===== config.mk =====
export PLATFORM = sky130hd
export DESIGN_NAME = pipelined_control_unit_flat
export DESIGN_NICKNAME = d
export VERILOG_FILES = /design/src/rtl/pipelined_control_unit_if.sv /design/src/rtl/pipelined_control_unit.sv /design/src/flat_wrapper.sv
export SDC_FILE = /design/constraint.sdc
export NUM_CORES = 1
export LEC_CHECK = 0
export ABC_CLOCK_PERIOD_IN_PS = 2050
export BUFFER_PORTS_ARGS = -buffer_cell sky130_fd_sc_hd__buf_2
export CORE_ASPECT_RATIO = 1.2
export CORE_MARGIN = 2
export CORE_UTILIZATION = 35
export CTS_BUF_LIST = sky130_fd_sc_hd__clkbuf_4 sky130_fd_sc_hd__clkbuf_8
export CTS_CLUSTER_SIZE = 25
export DETAILED_ROUTE_END_ITERATION = 16
export SYNTH_ARGS = -nofsm -noshare
export SYNTH_HDL_FRONTEND = slang
export SYNTH_SLANG_ARGS = --single-unit
export TNS_END_PERCENT = 50

===== constraint.sdc =====
create_clock -name clk -period 2.05 [get_ports clk]
set_input_delay 0.205 -clock clk [delete_from_list [all_inputs] [get_ports clk]]
set_output_delay 0.205 -clock clk [all_outputs]
set_load 0.02 [all_outputs]

===== src/rtl/pipelined_control_unit_if.sv =====
// ID-stage decode inputs and the staged control bundle of the pipelined control unit.
// The bench or ID stage drives the master side. The control unit is the slave.
interface pipelined_control_unit_if #(
  parameter int ALUOP_W    = 4,
  parameter int REG_ADDR_W = 5,
  parameter int CNT_W      = 16
);
  logic                  id_valid;
  logic [5:0]            opcode;
  logic [5:0]            funct;
  logic [REG_ADDR_W-1:0] rs;
  logic [REG_ADDR_W-1:0] rt;
  logic [REG_ADDR_W-1:0] rd;
  logic                  ex_branch_taken;

  logic                  stall_out;
  logic                  flush_out;
  logic                  illegal_op;
  logic [ALUOP_W-1:0]    ex_alu_op;
  logic                  ex_alu_src;
  logic                  ex_use_shamt;
  logic                  ex_sign_ext;
  logic                  ex_branch;
  logic                  ex_jump;
  logic [REG_ADDR_W-1:0] ex_dest;
  logic                  mem_read;
  logic                  mem_write;
  logic [REG_ADDR_W-1:0] mem_dest;
  logic                  wb_reg_write;
  logic                  wb_mem_to_reg;
  logic [REG_ADDR_W-1:0] wb_dest;
  logic [CNT_W-1:0]      bubble_count;

  modport master (
    output id_valid, opcode, funct, rs, rt, rd, ex_branch_taken,
    input  stall_out, flush_out, illegal_op,
    input  ex_alu_op, ex_alu_src, ex_use_shamt, ex_sign_ext, ex_branch, ex_jump, ex_dest,
    input  mem_read, mem_write, mem_dest,
    input  wb_reg_write, wb_mem_to_reg, wb_dest, bubble_count
  );

  modport slave (
    input  id_valid, opcode, funct, rs, rt, rd, ex_branch_taken,
    output stall_out, flush_out, illegal_op,
    output ex_alu_op, ex_alu_src, ex_use_shamt, ex_sign_ext, ex_branch, ex_jump, ex_dest,
    output mem_read, mem_write, mem_dest,
    output wb_reg_write, wb_mem_to_reg, wb_dest, bubble_count
  );
endinterface


===== src/rtl/pipelined_control_unit.sv =====
// Control decoder for the 5-stage MIPS core: decodes in ID and carries controls through ID/EX, EX/MEM and MEM/WB.
// It also detects load-use stalls, squashes on a taken branch or jump, flags illegal opcodes and counts bubbles.
module pipelined_control_unit #(
  parameter int ALUOP_W    = 4,
  parameter int REG_ADDR_W = 5,
  parameter int CNT_W      = 16
) (
  input  logic clk,
  input  logic reset,
  pipelined_control_unit_if.slave bus
);

  localparam logic [ALUOP_W-1:0] ALU_AND  = ALUOP_W'(0);
  localparam logic [ALUOP_W-1:0] ALU_OR   = ALUOP_W'(1);
  localparam logic [ALUOP_W-1:0] ALU_ADD  = ALUOP_W'(2);
  localparam logic [ALUOP_W-1:0] ALU_SUB  = ALUOP_W'(6);
  localparam logic [ALUOP_W-1:0] ALU_SLT  = ALUOP_W'(7);
  localparam logic [ALUOP_W-1:0] ALU_XOR  = ALUOP_W'(10);
  localparam logic [ALUOP_W-1:0] ALU_SLTU = ALUOP_W'(11);
  localparam logic [ALUOP_W-1:0] ALU_LUI  = ALUOP_W'(14);
  localparam logic [ALUOP_W-1:0] ALU_FUNC = ALUOP_W'(15);

  localparam logic [5:0] OP_RTYPE = 6'b000000;
  localparam logic [5:0] OP_J     = 6'b000010;
  localparam logic [5:0] OP_BEQ   = 6'b000100;
  localparam logic [5:0] OP_ADDI  = 6'b001000;
  localparam logic [5:0] OP_ADDIU = 6'b001001;
  localparam logic [5:0] OP_SLTI  = 6'b001010;
  localparam logic [5:0] OP_SLTIU = 6'b001011;
  localparam logic [5:0] OP_ANDI  = 6'b001100;
  localparam logic [5:0] OP_ORI   = 6'b001101;
  localparam logic [5:0] OP_XORI  = 6'b001110;
  localparam logic [5:0] OP_LUI   = 6'b001111;
  localparam logic [5:0] OP_LW    = 6'b100011;
  localparam logic [5:0] OP_SW    = 6'b101011;

  typedef struct packed {
    logic [ALUOP_W-1:0]    alu_op;
    logic                  alu_src;
    logic                  use_shamt;
    logic                  sign_ext;
    logic                  branch;
    logic                  jump;
    logic                  mem_read;
    logic                  mem_write;
    logic                  reg_write;
    logic                  mem_to_reg;
    logic [REG_ADDR_W-1:0] dest;
  } ex_ctl_t;

  typedef struct packed {
    logic                  mem_read;
    logic                  mem_write;
    logic                  reg_write;
    logic                  mem_to_reg;
    logic [REG_ADDR_W-1:0] dest;
  } mem_ctl_t;

  typedef struct packed {
    logic                  reg_write;
    logic                  mem_to_reg;
    logic [REG_ADDR_W-1:0] dest;
  } wb_ctl_t;

  function automatic logic [CNT_W-1:0] sat_inc(input logic [CNT_W-1:0] v);
    return (&v) ? v : v + CNT_W'(1);
  endfunction

  ex_ctl_t          ctl_p0;
  logic             legal_p0;
  logic             reads_rt_p0;
  logic             itype_p0;
  logic             flush_p0;
  logic             hazard_p0;
  logic             stall_p0;

  ex_ctl_t          ctl_p1_d, ctl_p1_q;
  mem_ctl_t         ctl_p2_d, ctl_p2_q;
  wb_ctl_t          ctl_p3_d, ctl_p3_q;
  logic             illegal_d, illegal_q;
  logic [CNT_W-1:0] bubble_cnt_d, bubble_cnt_q;

  // ---- p0: combinational decode of the instruction held in ID ----
  always_comb begin
    ctl_p0      = '0;
    legal_p0    = 1'b1;
    reads_rt_p0 = 1'b0;
    itype_p0    = 1'b0;
    unique case (bus.opcode)
      OP_RTYPE: begin
        ctl_p0.alu_op    = ALU_FUNC;
        ctl_p0.reg_write = 1'b1;
        ctl_p0.dest      = bus.rd;
        ctl_p0.use_shamt = (bus.funct == 6'b000000) || (bus.funct == 6'b000010) ||
                           (bus.funct == 6'b000011);
        reads_rt_p0      = 1'b1;
      end
      OP_LW: begin
        ctl_p0.alu_op     = ALU_ADD;
        ctl_p0.alu_src    = 1'b1;
        ctl_p0.sign_ext   = 1'b1;
        ctl_p0.mem_read   = 1'b1;
        ctl_p0.mem_to_reg = 1'b1;
        ctl_p0.reg_write  = 1'b1;
        ctl_p0.dest       = bus.rt;
      end
      OP_SW: begin
        ctl_p0.alu_op    = ALU_ADD;
        ctl_p0.alu_src   = 1'b1;
        ctl_p0.sign_ext  = 1'b1;
        ctl_p0.mem_write = 1'b1;
        reads_rt_p0      = 1'b1;
      end
      OP_BEQ: begin
        ctl_p0.alu_op   = ALU_SUB;
        ctl_p0.branch   = 1'b1;
        ctl_p0.sign_ext = 1'b1;
        reads_rt_p0     = 1'b1;
      end
      OP_J: ctl_p0.jump = 1'b1;
      OP_ADDI, OP_ADDIU: begin
        ctl_p0.alu_op   = ALU_ADD;
        ctl_p0.sign_ext = 1'b1;
        itype_p0        = 1'b1;
      end
      OP_SLTI: begin
        ctl_p0.alu_op   = ALU_SLT;
        ctl_p0.sign_ext = 1'b1;
        itype_p0        = 1'b1;
      end
      OP_SLTIU: begin
        ctl_p0.alu_op   = ALU_SLTU;
        ctl_p0.sign_ext = 1'b1;
        itype_p0        = 1'b1;
      end
      OP_ANDI: begin
        ctl_p0.alu_op = ALU_AND;
        itype_p0      = 1'b1;
      end
      OP_ORI: begin
        ctl_p0.alu_op = ALU_OR;
        itype_p0      = 1'b1;
      end
      OP_XORI: begin
        ctl_p0.alu_op = ALU_XOR;
        itype_p0      = 1'b1;
      end
      OP_LUI: begin
        ctl_p0.alu_op = ALU_LUI;
        itype_p0      = 1'b1;
      end
      default: legal_p0 = 1'b0;
    endcase
    if (itype_p0) begin
      ctl_p0.alu_src   = 1'b1;
      ctl_p0.reg_write = 1'b1;
      ctl_p0.dest      = bus.rt;
    end
    // r0 is hardwired, so writing it must never look like a real producer.
    if (ctl_p0.dest == '0) ctl_p0.reg_write = 1'b0;
  end

  // ---- p0 -> p1: hazard/flush resolution and next-state for every stage ----
  always_comb begin
    flush_p0  = bus.ex_branch_taken | ctl_p1_q.jump;
    hazard_p0 = bus.id_valid && ctl_p1_q.mem_read && (ctl_p1_q.dest != '0) &&
                ((ctl_p1_q.dest == bus.rs) || (reads_rt_p0 && (ctl_p1_q.dest == bus.rt)));
    stall_p0  = hazard_p0 & ~flush_p0;

    ctl_p1_d = '0;
    if (!(flush_p0 || hazard_p0 || !bus.id_valid || !legal_p0)) ctl_p1_d = ctl_p0;

    ctl_p2_d = '{mem_read:   ctl_p1_q.mem_read,
                 mem_write:  ctl_p1_q.mem_write,
                 reg_write:  ctl_p1_q.reg_write,
                 mem_to_reg: ctl_p1_q.mem_to_reg,
                 dest:       ctl_p1_q.dest};
    ctl_p3_d = '{reg_write:  ctl_p2_q.reg_write,
                 mem_to_reg: ctl_p2_q.mem_to_reg,
                 dest:       ctl_p2_q.dest};

    illegal_d    = bus.id_valid & ~legal_p0 & ~flush_p0 & ~hazard_p0;
    bubble_cnt_d = bubble_cnt_q;
    if (flush_p0 || hazard_p0 || illegal_d) bubble_cnt_d = sat_inc(bubble_cnt_q);
  end

  always_ff @(posedge clk or posedge reset) begin
    if (reset) begin
      ctl_p1_q     <= '0;
      ctl_p2_q     <= '0;
      ctl_p3_q     <= '0;
      illegal_q    <= 1'b0;
      bubble_cnt_q <= '0;
    end else begin
      ctl_p1_q     <= ctl_p1_d;
      ctl_p2_q     <= ctl_p2_d;
      ctl_p3_q     <= ctl_p3_d;
      illegal_q    <= illegal_d;
      bubble_cnt_q <= bubble_cnt_d;
    end
  end

  // ---- outputs: EX from p1, MEM from p2, WB from p3 ----
  // Flush follows a raw input, so it is gated to keep every output at 0 while reset is held.
  assign bus.stall_out     = stall_p0 & ~reset;
  assign bus.flush_out     = flush_p0 & ~reset;
  assign bus.illegal_op    = illegal_q;
  assign bus.ex_alu_op     = ctl_p1_q.alu_op;
  assign bus.ex_alu_src    = ctl_p1_q.alu_src;
  assign bus.ex_use_shamt  = ctl_p1_q.use_shamt;
  assign bus.ex_sign_ext   = ctl_p1_q.sign_ext;
  assign bus.ex_branch     = ctl_p1_q.branch;
  assign bus.ex_jump       = ctl_p1_q.jump;
  assign bus.ex_dest       = ctl_p1_q.dest;
  assign bus.mem_read      = ctl_p2_q.mem_read;
  assign bus.mem_write     = ctl_p2_q.mem_write;
  assign bus.mem_dest      = ctl_p2_q.dest;
  assign bus.wb_reg_write  = ctl_p3_q.reg_write;
  assign bus.wb_mem_to_reg = ctl_p3_q.mem_to_reg;
  assign bus.wb_dest       = ctl_p3_q.dest;
  assign bus.bubble_count  = bubble_cnt_q;

endmodule


===== src/flat_wrapper.sv =====
// flat-port wrapper written by rule: the top's interface ports become plain ports
module pipelined_control_unit_flat 
#(
  parameter int ALUOP_W    = 4,
  parameter int REG_ADDR_W = 5,
  parameter int CNT_W      = 16
)
  (clk, reset, bus_id_valid, bus_opcode, bus_funct, bus_rs, bus_rt, bus_rd, bus_ex_branch_taken, bus_stall_out, bus_flush_out, bus_illegal_op, bus_ex_alu_op, bus_ex_alu_src, bus_ex_use_shamt, bus_ex_sign_ext, bus_ex_branch, bus_ex_jump, bus_ex_dest, bus_mem_read, bus_mem_write, bus_mem_dest, bus_wb_reg_write, bus_wb_mem_to_reg, bus_wb_dest, bus_bubble_count);
  pipelined_control_unit_if #(.ALUOP_W(ALUOP_W), .REG_ADDR_W(REG_ADDR_W), .CNT_W(CNT_W)) bus_i ();
  input  logic clk;
  input  logic reset;
  input wire logic [$bits(bus_i.id_valid)-1:0] bus_id_valid;
  input wire logic [$bits(bus_i.opcode)-1:0] bus_opcode;
  input wire logic [$bits(bus_i.funct)-1:0] bus_funct;
  input wire logic [$bits(bus_i.rs)-1:0] bus_rs;
  input wire logic [$bits(bus_i.rt)-1:0] bus_rt;
  input wire logic [$bits(bus_i.rd)-1:0] bus_rd;
  input wire logic [$bits(bus_i.ex_branch_taken)-1:0] bus_ex_branch_taken;
  output wire logic [$bits(bus_i.stall_out)-1:0] bus_stall_out;
  output wire logic [$bits(bus_i.flush_out)-1:0] bus_flush_out;
  output wire logic [$bits(bus_i.illegal_op)-1:0] bus_illegal_op;
  output wire logic [$bits(bus_i.ex_alu_op)-1:0] bus_ex_alu_op;
  output wire logic [$bits(bus_i.ex_alu_src)-1:0] bus_ex_alu_src;
  output wire logic [$bits(bus_i.ex_use_shamt)-1:0] bus_ex_use_shamt;
  output wire logic [$bits(bus_i.ex_sign_ext)-1:0] bus_ex_sign_ext;
  output wire logic [$bits(bus_i.ex_branch)-1:0] bus_ex_branch;
  output wire logic [$bits(bus_i.ex_jump)-1:0] bus_ex_jump;
  output wire logic [$bits(bus_i.ex_dest)-1:0] bus_ex_dest;
  output wire logic [$bits(bus_i.mem_read)-1:0] bus_mem_read;
  output wire logic [$bits(bus_i.mem_write)-1:0] bus_mem_write;
  output wire logic [$bits(bus_i.mem_dest)-1:0] bus_mem_dest;
  output wire logic [$bits(bus_i.wb_reg_write)-1:0] bus_wb_reg_write;
  output wire logic [$bits(bus_i.wb_mem_to_reg)-1:0] bus_wb_mem_to_reg;
  output wire logic [$bits(bus_i.wb_dest)-1:0] bus_wb_dest;
  output wire logic [$bits(bus_i.bubble_count)-1:0] bus_bubble_count;
  assign bus_i.id_valid = bus_id_valid;
  assign bus_i.opcode = bus_opcode;
  assign bus_i.funct = bus_funct;
  assign bus_i.rs = bus_rs;
  assign bus_i.rt = bus_rt;
  assign bus_i.rd = bus_rd;
  assign bus_i.ex_branch_taken = bus_ex_branch_taken;
  assign bus_stall_out = bus_i.stall_out;
  assign bus_flush_out = bus_i.flush_out;
  assign bus_illegal_op = bus_i.illegal_op;
  assign bus_ex_alu_op = bus_i.ex_alu_op;
  assign bus_ex_alu_src = bus_i.ex_alu_src;
  assign bus_ex_use_shamt = bus_i.ex_use_shamt;
  assign bus_ex_sign_ext = bus_i.ex_sign_ext;
  assign bus_ex_branch = bus_i.ex_branch;
  assign bus_ex_jump = bus_i.ex_jump;
  assign bus_ex_dest = bus_i.ex_dest;
  assign bus_mem_read = bus_i.mem_read;
  assign bus_mem_write = bus_i.mem_write;
  assign bus_mem_dest = bus_i.mem_dest;
  assign bus_wb_reg_write = bus_i.wb_reg_write;
  assign bus_wb_mem_to_reg = bus_i.wb_mem_to_reg;
  assign bus_wb_dest = bus_i.wb_dest;
  assign bus_bubble_count = bus_i.bubble_count;
  pipelined_control_unit #(.ALUOP_W(ALUOP_W), .REG_ADDR_W(REG_ADDR_W), .CNT_W(CNT_W)) u_core (.clk(clk), .reset(reset), .bus(bus_i));
endmodule

==> impl_metrics.ini <==
[status]
status = finished, violations left
violations = setup timing

[detailed_routing]
drtIter0Drc = 75
drtAntennaViolNets = 0
first_pass_iters = 4
vias = 1866
viasPerCell = 4.76
drc = 0
routed_wl_mm = 5.06
wire_per_inst_microns = 12.9

[placed_design]
place_congestion = 0.799
dp_hpwl_mm = 3.84
port_buffers = 77

[sta]
layout_setup_ws_ps = -55.1
min_period_over_period_pct = 103
period_needed_ps = 2110
clock_skew_ps = 6.66
relSlewSlack_pct = 52.9
setup_viol = 3
slew_violations = 0
rsz0062_at_grt = true
hold_violations = 0
fmax_mhz = 475
timing.hold.ws_ps = 62.9
tightest_slew_ps = 706

[logic_synthesis]
ys_seq_area_share_pct = 53.4
synth_nets = 246
yosys_warnings = 0
synth_edf_count = 0
syn_area_per_cell_sq_um = 10.7
synth-seq-cells = 49
synth_ff_type = dfrtp_1
ys_types = 41
synthArstFlopShare_pct = 100
syn_area_sq_um = 2300
postSynthCellCount = 214

[power_and_ir_drop]
peakVddDrop_uv = 419
p_int_mw = 1.84
netSwitchingPower_uw = 809
seqPwrFrac_pct = 45.9
report.power.total_mw = 2.65
power.share.clock_pct = 30.2
p_comb_share_pct = 24.0
leakage_nw = 1.56
pwr_density_cell_nw_per_um2 = 848
p_sw_share_pct = 30.6

[setup_path]
crit_fanout = 4
cp-start-kind = flop
critical_path_required_ps = 2250
worstSetupPathType = flop to flop
critPathCaptureType = flop
worst_ep_arrival_time_ps = 2310

[finish]
seqCellArea_sq_um = 1230
largest_reg_flops = 16
post-route-util_pct = 48.7
diodes = 0
multi_input_area_sq_um = 1010
nFillCells = 633
fin_nets = 338
area_delta_synth_final_pct = 36.0
drive_gt1_share_pct = 47.6

[cts]
insertion_delay_ps = 300
ctsHoldBuffers = 0
cts_buffer_depth = 2
htree_levels = 2
clk_pin_slew_worst_paths_ps = 90
cts_tree = yes
root_buffer = clkbuf_8
clock_sinks = 49
cts_buffers = 5

[floorplanning]
placementRows = 32
ioPinCount = 78
die_h_microns = 92.7
start_util_pct = 35.8
core_sq_um = 6410
die_width_microns = 77.9
die_area_sq_um = 7230

[global_routing]
grt_antenna_before_repair = 0
grt_max_degree = 36
gr-total-overflow = 0
grt_first_pass_wirelength_mm = 8.18
grt_usage_pct = 14.0
first_global_vias = 1747

[job]
drv_cap = 0

[hold_path]
hold_class = input pin to async pin
## cells in the mapped netlist (all sizes together), types with 2 or more instances
master | count | area, sq um
o21ai | 5 | 28.8
nor2 | 22 | 82.6
nand2 | 15 | 56.3
nor3b | 2 | 15.0
xor2 | 14 | 123
nor3 | 13 | 65.1
nor4 | 5 | 52.6
mux2 | 4 | 48.8
or3 | 4 | 30.0
a21oi | 7 | 35.0
nand4 | 4 | 25.0
nand2b | 5 | 31.3
dfrtp | 49 | 1230
buf | 21 | 159
and3 | 4 | 25.0
nand3 | 8 | 40.0
or4 | 2 | 15.0
inv | 3 | 11.3
a22oi | 5 | 37.5
xnor2 | 8 | 70.1
## stage by stage
step	instance area, sq um	instances	setup WS (ps)	setup TNS (ps)
floorplan	2300	214	-43.2	-62.4
CTS	3030	391	-39.6	-92.2
finish	3120	392	-55.1	-115
global route	3120	392	-163	-1020
global placement	2840	382	-91.5	-625
detailed placement	2840	382	-132	-1360
## cells by family (layout without fill, tap and decap cells)
logic type / count (synthesis) / after routing / share of synthesized area [%]
flip-flops: 49 / 49 / 53.4
XOR/XNOR: 22 / 22 / 8.39
AND/OR/NAND/NOR: 89 / 89 / 21.1
AO/OA/AOI/OAI: 24 / 24 / 6.87
buffers and inverters: 25 / 118 / 7.57
adder cells (fa/ha/maj): 1 / 1 / 0.545
multiplexers: 4 / 4 / 2.13
## cell type report
class | count | share of cell area (%)
clock buffers | 5 | 2.20
flip-flops and latches | 49 | 39.3
repair buffers | 107 | 20.3
clock inverters | 3 | 2.08
well taps | 85 | 3.41
multi-input cells | 140 | 32.3
inverters | 3 | 0.361
## timing repair
item / 4_1_cts / 5_1_grt
gates cloned: 0 / 0
resized for setup: 12 / 18
pin swaps: 5 / 11
buffers inserted: 2 / 1
endpoints found under the setup margin: 20 / 21
## power by group through the flow
stage                     logic (mW)  registers [mW]  clock network, mW
after floorplan                0.269            1.35                  0
after global placement         0.608            1.23                  0
after detailed placement       0.615            1.23                  0
after CTS                      0.623            1.21              0.817
after global routing           0.692            1.24              0.862
final                          0.634            1.21              0.798
## placed cells by master, fill, tap and decap left out, types with 2 or more instances in the layout
cell type,netlist,layout
a21oi_1,7,6
a22oi_1,5,5
and3_1,4,3
buf_2,4,77
buf_4,14,25
buf_6,3,4
bufinv_16,0,2
clkbuf_8,0,5
dfrtp_1,49,48
inv_1,3,2
mux2_2,3,3
nand2_1,15,15
nand2b_1,5,5
nand3_1,8,8
nand4_1,4,4
nor2_1,22,19
nor2_2,0,2
nor3_1,13,8
nor3_2,0,5
nor4_2,1,3
o21ai_0,4,4
or3_1,3,2
or3_4,1,2
or4_1,2,2
xnor2_1,8,5
xnor2_2,0,3
xor2_1,14,14
## worst max-delay path, cell delays in order, from the launching register on
cell     delay [ps]
dfrtp_2         450
or3_1           370
o311a_1         310
o21ai_2          90
nand4_1         150
or3_4           390
nor4b_4         250
## path summary, 6_finish.rpt
check                                      start                          end  slack (ps)  cells after the start
max reg2reg                u_core.bus.ex_dest[0]           u_core.bus.ex_jump         -60                      6
min                                        reset  u_core.bus.bubble_count[10]          60                      2
min reg2reg                   u_core.ctl_p1_q[7]         u_core.bus.mem_write         360                      0
max                        u_core.bus.ex_dest[0]           u_core.bus.ex_jump         -60                      6
min in group clk                    bus_funct[4]      u_core.bus.ex_use_shamt         150                      4
max in group asynchronous                  reset        u_core.bus.wb_dest[0]        1360                      3
## layer usage
layer,GRT usage (%),up-vias,share of wire [%]
li1,-,915,-
met1,17.8,889,42
met2,24.5,58,52
met3,2.14,4,4.6
met4,4.39,0,0.97
met5,0,-,0
Power figures use the tool's default switching activity.
